===== config.mk =====
export PLATFORM = sky130hd
export DESIGN_NAME = hack_alu_seq
export DESIGN_NICKNAME = d
export VERILOG_FILES = /design/src/rtl/hack_alu_pkg.sv /design/src/rtl/hack_alu_comb.sv /design/src/rtl/hack_alu_seq.sv
export SDC_FILE = /design/constraint.sdc
export NUM_CORES = 1
export LEC_CHECK = 0
export ABC_AREA = 1
export BUFFER_PORTS_ARGS = -buffer_cell sky130_fd_sc_hd__buf_2
export CORE_UTILIZATION = 60
export DETAILED_ROUTE_END_ITERATION = 7
export PLACE_DENSITY = 0.95
export SLEW_MARGIN = 20
export SYNTH_ARGS = -nofsm -noshare
export SYNTH_HDL_FRONTEND = slang
export SYNTH_SLANG_ARGS = --single-unit
export TNS_END_PERCENT = 50

===== constraint.sdc =====
create_clock -name clk -period 3.06 [get_ports clk]
set_input_delay 0 -clock clk [delete_from_list [all_inputs] [get_ports clk]]
set_output_delay 0 -clock clk [all_outputs]
set_load 0.02 [all_outputs]

===== src/rtl/hack_alu_pkg.sv =====
// Shared types and helpers for the registered Hack ALU: sequencer states,
// the control bundle layout and the per-bit operand preprocessing rule.
package hack_alu_pkg;

    typedef enum logic [1:0] {
        IDLE = 2'd0,
        BUSY = 2'd1,
        DONE = 2'd2
    } alu_state_t;

    typedef struct packed {
        logic zx;
        logic nx;
        logic zy;
        logic ny;
        logic f;
        logic no;
        logic mul;
    } alu_ctrl_t;

    // Zero the bit when z is set, then invert it when n is set.
    function automatic logic pre_bit(input logic z, input logic n, input logic b);
        return n ^ (b & ~z);
    endfunction

endpackage


===== src/rtl/hack_alu_comb.sv =====
// Combinational Hack ALU datapath, WIDTH bits wide: operand preprocessing,
// add/and, output inversion and the zr/ng/cy flags of the final result.
module hack_alu_comb
    import hack_alu_pkg::*;
#(
    parameter int WIDTH = 16
) (
    input  logic [WIDTH-1:0] x,
    input  logic [WIDTH-1:0] y,
    input  logic             zx,
    input  logic             nx,
    input  logic             zy,
    input  logic             ny,
    input  logic             f,
    input  logic             no,
    output logic [WIDTH-1:0] px,
    output logic [WIDTH-1:0] py,
    output logic [WIDTH-1:0] res,
    output logic             zr,
    output logic             ng,
    output logic             cy
);

    logic [WIDTH:0]   sum;
    logic [WIDTH-1:0] r;

    always_comb begin
        px = '0;
        py = '0;
        for (int i = 0; i < WIDTH; i++) begin
            px[i] = pre_bit(zx, nx, x[i]);
            py[i] = pre_bit(zy, ny, y[i]);
        end
    end

    assign sum = {1'b0, px} + {1'b0, py};

    // The carry belongs to the raw sum, so it is unaffected by the no inversion.
    always_comb begin
        r  = '0;
        cy = 1'b0;
        if (f) begin
            r  = sum[WIDTH-1:0];
            cy = sum[WIDTH];
        end else begin
            r  = px & py;
        end
        res = no ? ~r : r;
        zr  = (res == '0);
        ng  = res[WIDTH-1];
    end

endmodule


===== src/rtl/hack_alu_seq.sv =====
// Registered Hack ALU with valid/ready on both sides. Define HACK_ALU_MUL_EN
// to add the multi-cycle shift-add multiplier selected by the mul input.
module hack_alu_seq
    import hack_alu_pkg::*;
#(
    parameter int WIDTH = 16,
    parameter int CNT_W = $clog2(WIDTH) + 1
) (
    input  logic             clk,
    input  logic             reset,
    input  logic             in_valid,
    output logic             in_ready,
    input  logic [WIDTH-1:0] x,
    input  logic [WIDTH-1:0] y,
    input  logic             zx,
    input  logic             nx,
    input  logic             zy,
    input  logic             ny,
    input  logic             f,
    input  logic             no,
    input  logic             mul,
    output logic             out_valid,
    input  logic             out_ready,
    output logic [WIDTH-1:0] out,
    output logic             zr,
    output logic             ng,
    output logic             cy,
    output logic [1:0]       dbg_state
);

    alu_state_t       state;
    alu_ctrl_t        ctrl;
    logic             accept;
    logic [WIDTH-1:0] px;
    logic [WIDTH-1:0] py;
    logic [WIDTH-1:0] res;
    logic             res_zr;
    logic             res_ng;
    logic             res_cy;

    assign ctrl = {zx, nx, zy, ny, f, no, mul};

    hack_alu_comb #(.WIDTH(WIDTH)) u_comb (
        .x   (x),
        .y   (y),
        .zx  (ctrl.zx),
        .nx  (ctrl.nx),
        .zy  (ctrl.zy),
        .ny  (ctrl.ny),
        .f   (ctrl.f),
        .no  (ctrl.no),
        .px  (px),
        .py  (py),
        .res (res),
        .zr  (res_zr),
        .ng  (res_ng),
        .cy  (res_cy)
    );

    // Handshake: a bundle transfers on a rising edge where in_valid && in_ready;
    // a result transfers where out_valid && out_ready. A pending result is held
    // unchanged until taken, and a slot frees up the same edge it is taken.
    assign in_ready  = (state == IDLE) || (state == DONE && out_ready);
    assign accept    = in_valid && in_ready;
    assign dbg_state = state;

`ifdef HACK_ALU_MUL_EN
    logic             mul_sel;
    logic [WIDTH-1:0] mcand;
    logic [WIDTH-1:0] mplier;
    logic [WIDTH-1:0] acc;
    logic [WIDTH-1:0] acc_step;
    logic [WIDTH-1:0] mul_res;
    logic [CNT_W-1:0] cnt;
    logic             mul_no;

    assign mul_sel = ctrl.mul;

    // Only the low WIDTH bits of the product are kept, so the shifted
    // multiplicand may drop its upper bits without changing the result.
    always_comb begin
        acc_step = mplier[0] ? (acc + mcand) : acc;
        mul_res  = mul_no ? ~acc_step : acc_step;
    end
`else
    logic unused_ok;
    assign unused_ok = ^{ctrl.mul, px, py};
`endif

    always_ff @(posedge clk or posedge reset) begin
        if (reset) begin
            state     <= IDLE;
            out_valid <= 1'b0;
            out       <= '0;
            zr        <= 1'b1;
            ng        <= 1'b0;
            cy        <= 1'b0;
`ifdef HACK_ALU_MUL_EN
            mcand     <= '0;
            mplier    <= '0;
            acc       <= '0;
            cnt       <= '0;
            mul_no    <= 1'b0;
`endif
        end else begin
            case (state)
                IDLE, DONE: begin
                    if (accept) begin
`ifdef HACK_ALU_MUL_EN
                        if (mul_sel) begin
                            state     <= BUSY;
                            out_valid <= 1'b0;
                            mcand     <= px;
                            mplier    <= py;
                            acc       <= '0;
                            cnt       <= '0;
                            mul_no    <= ctrl.no;
                        end else
`endif
                        begin
                            state     <= DONE;
                            out_valid <= 1'b1;
                            out       <= res;
                            zr        <= res_zr;
                            ng        <= res_ng;
                            cy        <= res_cy;
                        end
                    end else if (state == DONE && out_ready) begin
                        state     <= IDLE;
                        out_valid <= 1'b0;
                    end
                end
`ifdef HACK_ALU_MUL_EN
                BUSY: begin
                    acc    <= acc_step;
                    mcand  <= mcand << 1;
                    mplier <= mplier >> 1;
                    cnt    <= cnt + CNT_W'(1);
                    if (cnt == CNT_W'(WIDTH - 1)) begin
                        state     <= DONE;
                        out_valid <= 1'b1;
                        out       <= mul_res;
                        zr        <= (mul_res == '0);
                        ng        <= mul_res[WIDTH-1];
                        cy        <= 1'b0;
                    end
                end
`endif
                default: begin
                    state     <= IDLE;
                    out_valid <= 1'b0;
                end
            endcase
        end
    end

endmodule


==> flow_summary.ini <==
[route]
final_routed_wirelength_um = 6290
routed-via-count = 3041
postRouteAntennaNets = 0
detailedRoute.firstIterationViolations = 199
post_drt_via_cell_ratio = 5.14
post_drt_wl_per_cell_um = 10.6
drtPass1Iterations = 5
drc = 0

[floorplan]
total_core_area_um2 = 4380
fp.dieH_um = 69.9
die-area_um2 = 4890
core.rowCount = 24
die_w_um = 69.9
ios = 66
initial_core_util_pct = 63.2

[sta]
grt_setup_unrepaired = no
final_period_minus_worst_setup_slack_ps = 2230
final-hold-violation-count = 0
setup_tns_ps = 0
finClkSkew_ps = 4.76
setup_viol = 0
worst_slew_margin_rel_pct = 55.3
final_min_period_over_clock_period_pct = 73.0
timing.fmax_mhz = 447
tightestPinTransition_ps = 670
final_max_slew_viol_count = 0

[clock_network]
cts-root-buf = clkbuf_8
cts_tree = yes
cts_buffers = 3
clock_sink_count = 19
worst_skew_pair.late_latency_ps = 260
cts_max_level = 1
clock_tree.buffer_depth = 2
cts_resized = 0
cts-hold-fix-buffers = 2
clkSlewWorstSetupHoldPaths_ps = 70
cts.repair_timing.setup_buffer_count = 0

[critical_path]
slowest_delay_ps = 500
critPathArrivalTime_ps = 2440
crit_type = in -> reg
timing.critical_path.mode_cell = nand2_1
timing.critical_path.cells = buf_2, xor2_1, inv_1, ha_1, fa_1, inv_1, nand2_1, o21ai_0, nand2_1, nand2_1, nor2_1, nand2_1, nor2_1, nand3_1, nor2_1, nand3_1, nor2_1, nand3_1, nand2_1
end_kind = flop
cp_top_family = simple AND/OR/NAND/NOR gates
worst_path_slowest_cell = fa_1
critPathRequiredTime_ps = 3260
timing.critical_path.fanout_max = 16
critical_path.startpoint_type = input pin
path_buf_inv = 3

[synthesis]
ys_seq_elements = 19
postSynthAreaPerCell_um2 = 5.70
synth_cell_types = 31
ys_warn_count = 0
syn-cell-area_um2 = 2770
synth_cells = 486
synth_nets = 546
yosysSeqAreaShare_pct = 17.2
synth-async-reset-ratio_pct = 100
synthFlopType = dfrtp_1
synth_edf_count = 0

[layout]
design_area_um2 = 3140
register_area_um2 = 477
multi_input_comb_area_um2 = 1890
area_growth_from_synthesis_to_final_layout_pct = 13.5
fillers = 395
layout.cells.most_common = nand2_1
diodes = 0
layout.cells.most_common_list = nand2_1 (179), inv_1 (75), buf_2 (63), nand3_1 (59)
fin_nets = 601
layout.core_utilization_pct = 71.7
drive_gt1_share_pct = 16.5

[grt]
grt_util_all_layers_pct = 27.0
grt_first_pass_wirelength_um = 11100
antenna_found_initial = 0
globalRoute.totalOverflow = 0
number_of_global_route_vias_before_repair = 2687
maximum_number_of_pins_on_one_net_before_global_route_repair = 24

[power]
power.static_leakage_nw = 1.92
ir_worst_vdd_v = 0.000191
power_density_nw_per_um2 = 419

[run]
maxCapViolations = 0

[placement]
port_buffers = 63
place.detailed.hpwl_um = 5280
gp_congestion = 0.987
detailed_place.area_um2 = 3080

[min_path]
path_category_of_the_worst_min_delay_check = in -> reg

[run_status]
status = completed
## synth_stat cells (2+ instances only)
cell type	number	area share (%)
ha_1	16	7.2
nand3_1	59	11
nand4_1	2	0.45
buf_4	4	1.1
nand3_2	3	1.1
nand2_2	6	1.4
inv_2	4	0.54
buf_2	7	1.3
nor2_1	32	4.3
dfrtp_1	18	16
nand2_1	179	24
a21oi_1	11	2.0
clkbuf_1	6	0.81
xor2_1	32	10
inv_1	75	10
o21ai_0	10	1.8
a31oi_1	8	1.8
## per-stage QoR
| step | worst slack, ps | std cells | hold WS (ps) | power (mW) |
|---|---|---|---|---|
| 2_1_floorplan | 669 | 486 | -49.6 | 0.955 |
| 5_1_grt | 539 | 592 | 48.9 | 1.45 |
| 3_3_place_gp | 612 | 586 | 120 | 1.11 |
| 3_5_place_dp | 533 | 586 | 133 | 1.14 |
| 6_report | 825 | 592 | 13.4 | 1.32 |
| 4_1_cts | 796 | 592 | 13.2 | 1.32 |
## layer usage
layer / GRT usage, % / vias to the layer above / wire length, um
met5: 0 / - / 0
met4: 7.11 / 0 / 74
met3: 2.16 / 9 / 349
met2: 47.2 / 119 / 2970
met1: 35.6 / 1311 / 2900
li1: - / 1602 / -
## path summary, 6_finish.rpt
check / cells past startpoint / slack (ps) / to / from
worst max-delay path: 19 / 830 / zr / nx
worst min-delay path: 4 / 10 / out_valid / out_ready
worst max register to register: 12 / 1340 / zr / out_valid
worst min register to register: 2 / 480 / cy / cy
max in group asynchronous: 3 / 2250 / out[0] / reset
min in group asynchronous: 3 / 380 / out[9] / reset
## logic make-up (layout without fill, tap and decap cells)
family                     Yosys count  after routing  share of synthesized area [%]
other                                1              1                          0.135
DFF                                 19             19                           17.2
and+or+nand+nor                    286            286                           43.2
AOI/OAI and AO/OA                   32             32                           6.64
adders and majority gates           17             17                           7.95
xor gates and xnor gates            33             33                           10.4
buffers and inverters               98            152                           14.4
## worst min-delay path: stages
cell     delay, ps
buf_2           80
inv_1           40
nand2_1         60
nand2_1         50
## state kept, by name (all words and copies together) (netlist names)
signal     count
out_valid      1
out           15
ng             1
zr             1
cy             1
## final cells by class
class	count	area share, %
Clock buffer	3	1.31
Clock inverter	1	0.159
Inverter	79	9.43
Multi-Input combinational cell	369	60.2
Sequential cell	19	15.2
Tap cell	52	2.07
Timing Repair Buffer	69	11.6
## report_power, final
part | internal (mW) | total (mW) | switching (mW)
combinational | 0.293 | 0.826 | 0.532
sequential | 0.298 | 0.322 | 0.0235
clock | 0.0905 | 0.169 | 0.0789
total | 0.682 | 1.32 | 0.635
No activity file was read; power rests on OpenSTA's default activity.
